<file path="src/rtl/brnch_pred_pkg.sv">
// Types and helpers shared by the branch predictor and the ID-stage resolve/update logic.
package brnch_pred_pkg;

  typedef enum logic {
    EMPTY = 1'b0,
    HELD  = 1'b1
  } state_e;

  localparam logic [31:0] PC_INCR = 32'd4;

  // Predictor index: word-aligned PC bits [idx_w+1:2], returned zero-extended.
  function automatic logic [31:0] pc_to_idx(input logic [31:0] pc, input int idx_w);
    logic [31:0] mask;
    mask = (32'd1 << idx_w) - 32'd1;
    return (pc >> 2) & mask;
  endfunction

endpackage

</file>
<file path="src/rtl/brnch_resolve_update_ctrl_sat_counter.sv">
// Saturating up-counter with synchronous clear; holds at all-ones.
module sat_counter #(
  parameter int W = 16
) (
  input  logic         clk,
  input  logic         clr,
  input  logic         inc,
  output logic [W-1:0] cnt
);

  logic [W-1:0] cnt_q;

  always_ff @(posedge clk) begin
    if (clr) begin
      cnt_q <= '0;
    end else if (inc && (cnt_q != '1)) begin
      cnt_q <= cnt_q + {{(W-1){1'b0}}, 1'b1};
    end
  end

  assign cnt = cnt_q;

endmodule

</file>
<file path="src/rtl/brnch_resolve_update_ctrl.sv">
// ID-stage branch resolution: compares the carried IF prediction with the resolved outcome,
// emits the predictor update, mispredict flush/redirect, and performance counters.
module brnch_resolve_update_ctrl
  import brnch_pred_pkg::*;
#(
  parameter int IDX_W = 5,
  parameter int CNT_W = 16
) (
  input  logic             clk,
  input  logic             rst,
  input  logic             if_brch_detectd,
  input  logic             if_pred_taken,
  input  logic [31:0]      if_pc,
  input  logic             id_hazard_stall,
  input  logic             id_brch_cond_met,
  input  logic [31:0]      id_brch_target,
  output logic             upd_valid,
  output logic [IDX_W-1:0] upd_idx,
  output logic             upd_result,
  output logic             mispredict_flush,
  output logic             redirect_valid,
  output logic [31:0]      redirect_pc,
  output logic [CNT_W-1:0] br_count,
  output logic [CNT_W-1:0] mispred_count
);

  state_e      state_q, state_d;
  logic [31:0] id_pc_q, id_pc_d;
  logic        id_pred_q, id_pred_d;
  logic        resolve;
  logic        mispredict;
  logic        capture;

  always_comb begin
    resolve    = (state_q == HELD) && !id_hazard_stall;
    mispredict = resolve && (id_brch_cond_met != id_pred_q);
    // An unstalled ID slot is free (EMPTY or resolving now); the IF branch behind a
    // mispredict is wrong-path and must be dropped.
    capture    = if_brch_detectd && !id_hazard_stall && !mispredict;

    state_d   = state_q;
    id_pc_d   = id_pc_q;
    id_pred_d = id_pred_q;
    if (capture) begin
      state_d   = HELD;
      id_pc_d   = if_pc;
      id_pred_d = if_pred_taken;
    end else if (resolve) begin
      state_d = EMPTY;
    end
  end

  always_ff @(posedge clk) begin
    if (rst) begin
      state_q   <= EMPTY;
      id_pc_q   <= '0;
      id_pred_q <= 1'b0;
    end else begin
      state_q   <= state_d;
      id_pc_q   <= id_pc_d;
      id_pred_q <= id_pred_d;
    end
  end

  assign upd_valid        = resolve;
  assign upd_idx          = resolve ? IDX_W'(pc_to_idx(id_pc_q, IDX_W)) : '0;
  assign upd_result       = resolve & id_brch_cond_met;
  assign mispredict_flush = mispredict;
  assign redirect_valid   = mispredict;
  assign redirect_pc      = !mispredict      ? 32'd0 :
                            id_brch_cond_met ? id_brch_target : (id_pc_q + PC_INCR);

  sat_counter #(.W(CNT_W)) u_br_cnt (
    .clk (clk),
    .clr (rst),
    .inc (resolve),
    .cnt (br_count)
  );

  sat_counter #(.W(CNT_W)) u_mp_cnt (
    .clk (clk),
    .clr (rst),
    .inc (mispredict),
    .cnt (mispred_count)
  );

endmodule

</file>
<file path="config.mk">
export PLATFORM = sky130hd
export DESIGN_NAME = brnch_resolve_update_ctrl
export DESIGN_NICKNAME = d
export VERILOG_FILES = /design/src/rtl/brnch_pred_pkg.sv /design/src/rtl/brnch_resolve_update_ctrl_sat_counter.sv /design/src/rtl/brnch_resolve_update_ctrl.sv
export SDC_FILE = /design/constraint.sdc
export NUM_CORES = 1
export LEC_CHECK = 0
export BUFFER_PORTS_ARGS = -buffer_cell sky130_fd_sc_hd__buf_4
export CORE_MARGIN = 1
export CORE_UTILIZATION = 30
export CTS_CLUSTER_SIZE = 30
export DETAILED_ROUTE_END_ITERATION = 10
export PLACE_DENSITY_LB_ADDON = 0.12
export REMOVE_ABC_BUFFERS = 1
export SLEW_MARGIN = 30
export SYNTH_ARGS = -nofsm -noshare
export SYNTH_HDL_FRONTEND = slang
export SYNTH_HIERARCHICAL = 1
export SYNTH_SLANG_ARGS = --single-unit
</file>
<file path="constraint.sdc">
create_clock -name clk -period 2.8 [get_ports clk]
set_input_delay 0.28 -clock clk [delete_from_list [all_inputs] [get_ports clk]]
set_output_delay 0.28 -clock clk [all_outputs]
set_load 0.02 [all_outputs]
</file>
* Word-level counts from Yosys, hierarchy flattened
Cells that the tools add are included.
Word-level totals: register bits 66, output and inout bits 73, logic and storage cells 26
Cells by class: add/sub/neg operators 3, equality and inequality tests 3, muxes and demuxes 5, bitwise gates (word level) 1, reductions and logical operators 9
Operator list (number):
- $mux W32 | 2
- $add A16 B1 Y16 const B | 2
- $add A32 B3 Y32 const B | 1
- $ne A16 B16 Y1 const B | 2
- $logic_and A1 B1 Y1 | 6
- $mux W5 | 1
- $logic_not A1 Y1 | 2
- $mux W1 | 2
- $reduce_bool A2 Y1 | 1
- $and A1 B1 Y1 | 1
- $ne A1 B1 Y1 | 1

* Depth between registers and ports, before layout
depth after elaboration 6, depth in mapped cells 8, gate-level depth less buffers 7

* Hierarchy
The synthesis kept the hierarchy.
By module, submodules not included:
- brnch_resolve_update_ctrl | times used 1, cells an instance 310, area each 2401.1 sq um, seq. area each 680.7 sq um
- sat_counter | times used 2, cells an instance 99, area each 848.3 sq um, seq. area each 320.3 sq um

* Least setup slack after synthesis
OpenSTA, ideal clock, no wires.
kind reg-to-reg, start point reg state_q, end point reg u_mp_cnt.cnt_q[9] (netlist: u_mp_cnt/cnt[9]), arrival time 2794 ps, required time 2730 ps, slack -65 ps, stages on the path, launching flop included 9, clock period less this slack 2865 ps, cells stage by stage dfxtp_1 > nor2b_1 > nand2_1 > inv_1 > clkbuf_1 > nand2_1 > clkbuf_1 > or4_1 > a21oi_1
Between the ends: longest elaborated chain between the ends 3
RTL lines:
- start, declared | line brnch_resolve_update_ctrl.sv:27 | state_e state_q, state_d;
- start signal, assigned | line brnch_resolve_update_ctrl.sv:59 | state_q <= state_d;
- $logic_and A1 B1 Y1 | line brnch_resolve_update_ctrl.sv:35 | resolve = (state_q == HELD) && !id_hazard_stall;
- named net upd_valid | line brnch_resolve_update_ctrl.sv:17 | output logic upd_valid,
- $logic_and A1 B1 Y1 | line brnch_resolve_update_ctrl.sv:36 | mispredict = resolve && (id_brch_cond_met != id_pred_q);
- named net mispredict_flush | line brnch_resolve_update_ctrl.sv:20 | output logic mispredict_flush,
- $logic_and A1 B1 Y1 | line brnch_resolve_update_ctrl_sat_counter.sv:16 | end else if (inc && (cnt_q != '1)) begin
- end signal, assigned | line brnch_resolve_update_ctrl_sat_counter.sv:17 | cnt_q <= cnt_q + {{(W-1){1'b0}}, 1'b1};
- end, declared | line brnch_resolve_update_ctrl_sat_counter.sv:11 | logic [W-1:0] cnt_q;
The timed path passes the listed nets, and every way through them passes these cells. A chain may end at the register's enable or synchronous reset.

* Final worst setup path
start point reg id_pc_q[8], end point out redirect_pc[20]
Between the ends: longest elaborated chain between the ends 3
RTL lines:
- start, declared | line brnch_resolve_update_ctrl.sv:28 | logic [31:0] id_pc_q, id_pc_d;
- start signal, assigned | line brnch_resolve_update_ctrl.sv:60 | id_pc_q <= id_pc_d;
- $add A32 B3 Y32 | line brnch_resolve_update_ctrl.sv:71 | id_brch_cond_met ? id_brch_target : (id_pc_q + PC_INCR);
- $mux W32 | line brnch_resolve_update_ctrl.sv:71
- $mux W32 | line brnch_resolve_update_ctrl.sv:70 | assign redirect_pc = !mispredict ? 32'd0 :
- end, declared | line brnch_resolve_update_ctrl.sv:22 | output logic [31:0] redirect_pc,
No other way between the ends.

==> impl_metrics.json <==
{
  "status": "completed",
  "area.sequential_sq_mm": 0.00132,
  "dpl.cell_count": 807,
  "cts_buffer_depth": 2,
  "yosysTopAreaCell": "dfxtp_1",
  "fin_nets": 715,
  "cp.arrival_ns": 2.37,
  "slew_viol_final": 0,
  "dp_slack_ns": 0.517,
  "maxCapViolCount": 0,
  "syn_inst": 508,
  "drtAntennaViolNets": 0,
  "crit_fanout": 6,
  "die_h_um": 119,
  "grt_pass1_vias": 4135,
  "cts.clk_slew.worst_paths_ns": 0.06,
  "start_kind": "flip-flop",
  "initial_core_util_pct": 30.8,
  "p_switching_uw": 571,
  "holdWs_ns": 0.176,
  "layout-drive-gt1-share_pct": 28.7,
  "drt_wl_total_mm": 12.8,
  "rsz0062_at_grt": "false",
  "htreeDepth": 3,
  "ir_worst_vdd_uv": 212,
  "intPower_mw": 1.72,
  "grt_max_degree": 58,
  "setup_viol": 0,
  "grt_antenna_before_repair": 1,
  "setup_slack_ns": 0.152,
  "fin_skew_ns": 0.00620,
  "grt_pass1_wl_mm": 20.9,
  "gp_congestion": 0.878,
  "seqPwrFrac_pct": 44.0,
  "p_leak_nw": 2.20,
  "synth_area_leaders": "dfxtp_1, mux2i_1, nor2_1, a21oi_1, o21ai_0",
  "port_buffers": 142,
  "cts.sinks": 66,
  "routedWlPerCell_um": 15.6,
  "cts_buffers": 9,
  "cp.required_ns": 2.52,
  "vias": 4385,
  "synth_edf_count": 0,
  "grt_use_total_pct": 18.5,
  "syn_area_sq_mm": 0.00410,
  "period_needed_ns": 2.65,
  "fin_area_sq_mm": 0.00565,
  "drtPass1Iterations": 5,
  "num_rows": 42,
  "viasPerCell": 5.33,
  "nFillCells": 1353,
  "clock_latency_ns": 0.34,
  "core_sq_mm": 0.0133,
  "hold_violations": 0,
  "pwr_density_cell_mw_per_mm2": 405,
  "io_pins": 143,
  "path_class": "reg2out",
  "num_antenna_cells": 0,
  "min_period_over_period_pct": 94.6,
  "layout.cells.non_filler": 823,
  "postPlaceCellArea_sq_mm": 0.00537,
  "fin_util_pct": 42.5,
  "max_freq_mhz": 378,
  "async_flop_share_pct": 0,
  "cts_tree": "built",
  "yosysSeqAreaShare_pct": 32.2,
  "dp_hpwl_mm": 9.29,
  "sw_frac_of_total_pct": 25.0,
  "synth_top_flop_cell": "dfxtp_1",
  "worst_slew_pin_slew_ns": 0.673,
  "syn_area_per_cell_sq_um": 8.07,
  "overflow": 0,
  "combPwrFrac_pct": 11.0,
  "synth_seq_cells": 66,
  "multiInputGateArea_sq_mm": 0.00261,
  "ys_warn_count": 6,
  "synth_top_area_share_pct": 32.2,
  "yosysUniqueCellTypes": 49,
  "cts_root_buffer": "clkbuf_16",
  "drt-initial-drc-count": 317,
  "hold_class": "in2reg",
  "die_area_sq_mm": 0.0141,
  "p_clk_share_pct": 44.9,
  "die_w_um": 119,
  "drc_errors": 0,
  "cts_hold_buf": 0,
  "syn2layout_area_growth_pct": 37.8,
  "relSlewSlack_pct": 55.1,
  "end_kind": "primary output"
}
==> cell families after synthesis <==
group / Yosys count / share of synthesized area [%]
buffers and inverters: 45 / 4.52
and+or+nand+nor: 227 / 32.4
xor gates and xnor gates: 18 / 3.85
AOI/OAI and AO/OA: 109 / 16.2
muxes: 40 / 9.83
adders and majority gates: 3 / 0.916
DFF: 66 / 32.2
==> critical path: stages (launching register included) <==
cell      delay [ns]
dfxtp_1         0.41
nand4_1         0.28
or4_4           0.62
o31a_1          0.27
a221oi_2        0.26
buf_4           0.19
==> final cells by class <==
class,count,area share [%]
clock buffer,13,4.43
clock inverter,3,0.266
inverter,12,0.798
multi-input combinational,397,46.2
sequential,66,23.4
tap,176,3.90
timing repair buffer,156,21.0
==> path summary, 6_finish.rpt <==
check	startpoint	end	slack [ns]	cells after the start
min	if_pc[28]	id_pc_q[28]	0.18	3
min reg2reg	id_pc_q[1]	id_pc_q[1]	0.51	2
max	id_pc_q[8]	redirect_pc[20]	0.15	5
max reg2reg	id_pred_q	u_mp_cnt/cnt[11]	0.70	6
==> power groups by stage <==
stage	clock, mW	sequential, mW	combinational, mW
6_report	1.03	1.01	0.253
5_1_grt	1.10	1.01	0.275
4_1_cts	1.06	1.00	0.255
3_5_place_dp	0	1.03	0.254
3_3_place_gp	0	1.02	0.252
2_1_floorplan	0	1.01	0.114
==> state kept, by name, summed over array words and instances (netlist names) <==
register      flops
id_pc_q          32
id_pred_q         1
state_q           1
u_br_cnt/cnt     16
u_mp_cnt/cnt     16
==> timing repair <==
action	4_1_cts	5_1_grt
gates resized for setup	0	1
endpoints found under the hold margin	0	0
setup buffers	0	0
endpoints found under the setup margin	0	1
==> routing by layer <==
layer | up-vias | GRT usage, % | share of wire [%]
li1 | 2179 | - | -
met1 | 2042 | 24.1 | 45
met2 | 145 | 29.4 | 47
met3 | 17 | 4.45 | 6.3
met4 | 2 | 7.36 | 1.6
met5 | - | 0 | 0.13
==> cell usage in the layout (no fill, tap or decap), drive strengths merged, types with 2 or more instances in the layout <==
cell type,count
nor2b,7
o21ai,32
dfxtp,66
buf,156
xor2,11
a211oi,6
nand2,29
a31oi,9
nor3,11
nor4,11
a21oi,33
nand4,23
and4,15
and3,4
nand3,25
or3,11
clkinv,3
o311ai,2
nor2,56
o31a,2
ha,3
o41ai,2
and2,9
nor4bb,2
nand3b,2
o31ai,16
mux2,2
o21a,2
mux2i,38
clkbuf,13
or4,19
xnor2,7
inv,12
==> Yosys cell counts, drive strengths merged, types with 3 or more instances <==
cell type and number:
a211oi 6, a21oi 33, a31oi 9, and2 9, and3 4, and4 15
buf 14, clkbuf 19, dfxtp 66, ha 3, inv 12, mux2i 38
nand2 29, nand3 25, nand4 23, nor2 56, nor2b 7, nor3 11
nor4 11, o21ai 32, o31ai 16, or3 11, or4 19, xnor2 7
xor2 11
==> metrics by stage <==
stage | TNS [ns] | power [mW]
finish | 0 | 2.29
global route | 0 | 2.38
CTS | 0 | 2.32
detailed placement | 0 | 1.28
global placement | 0 | 1.28
floorplan | -68.22 | 1.13
(Power assumes the default switching activity.)
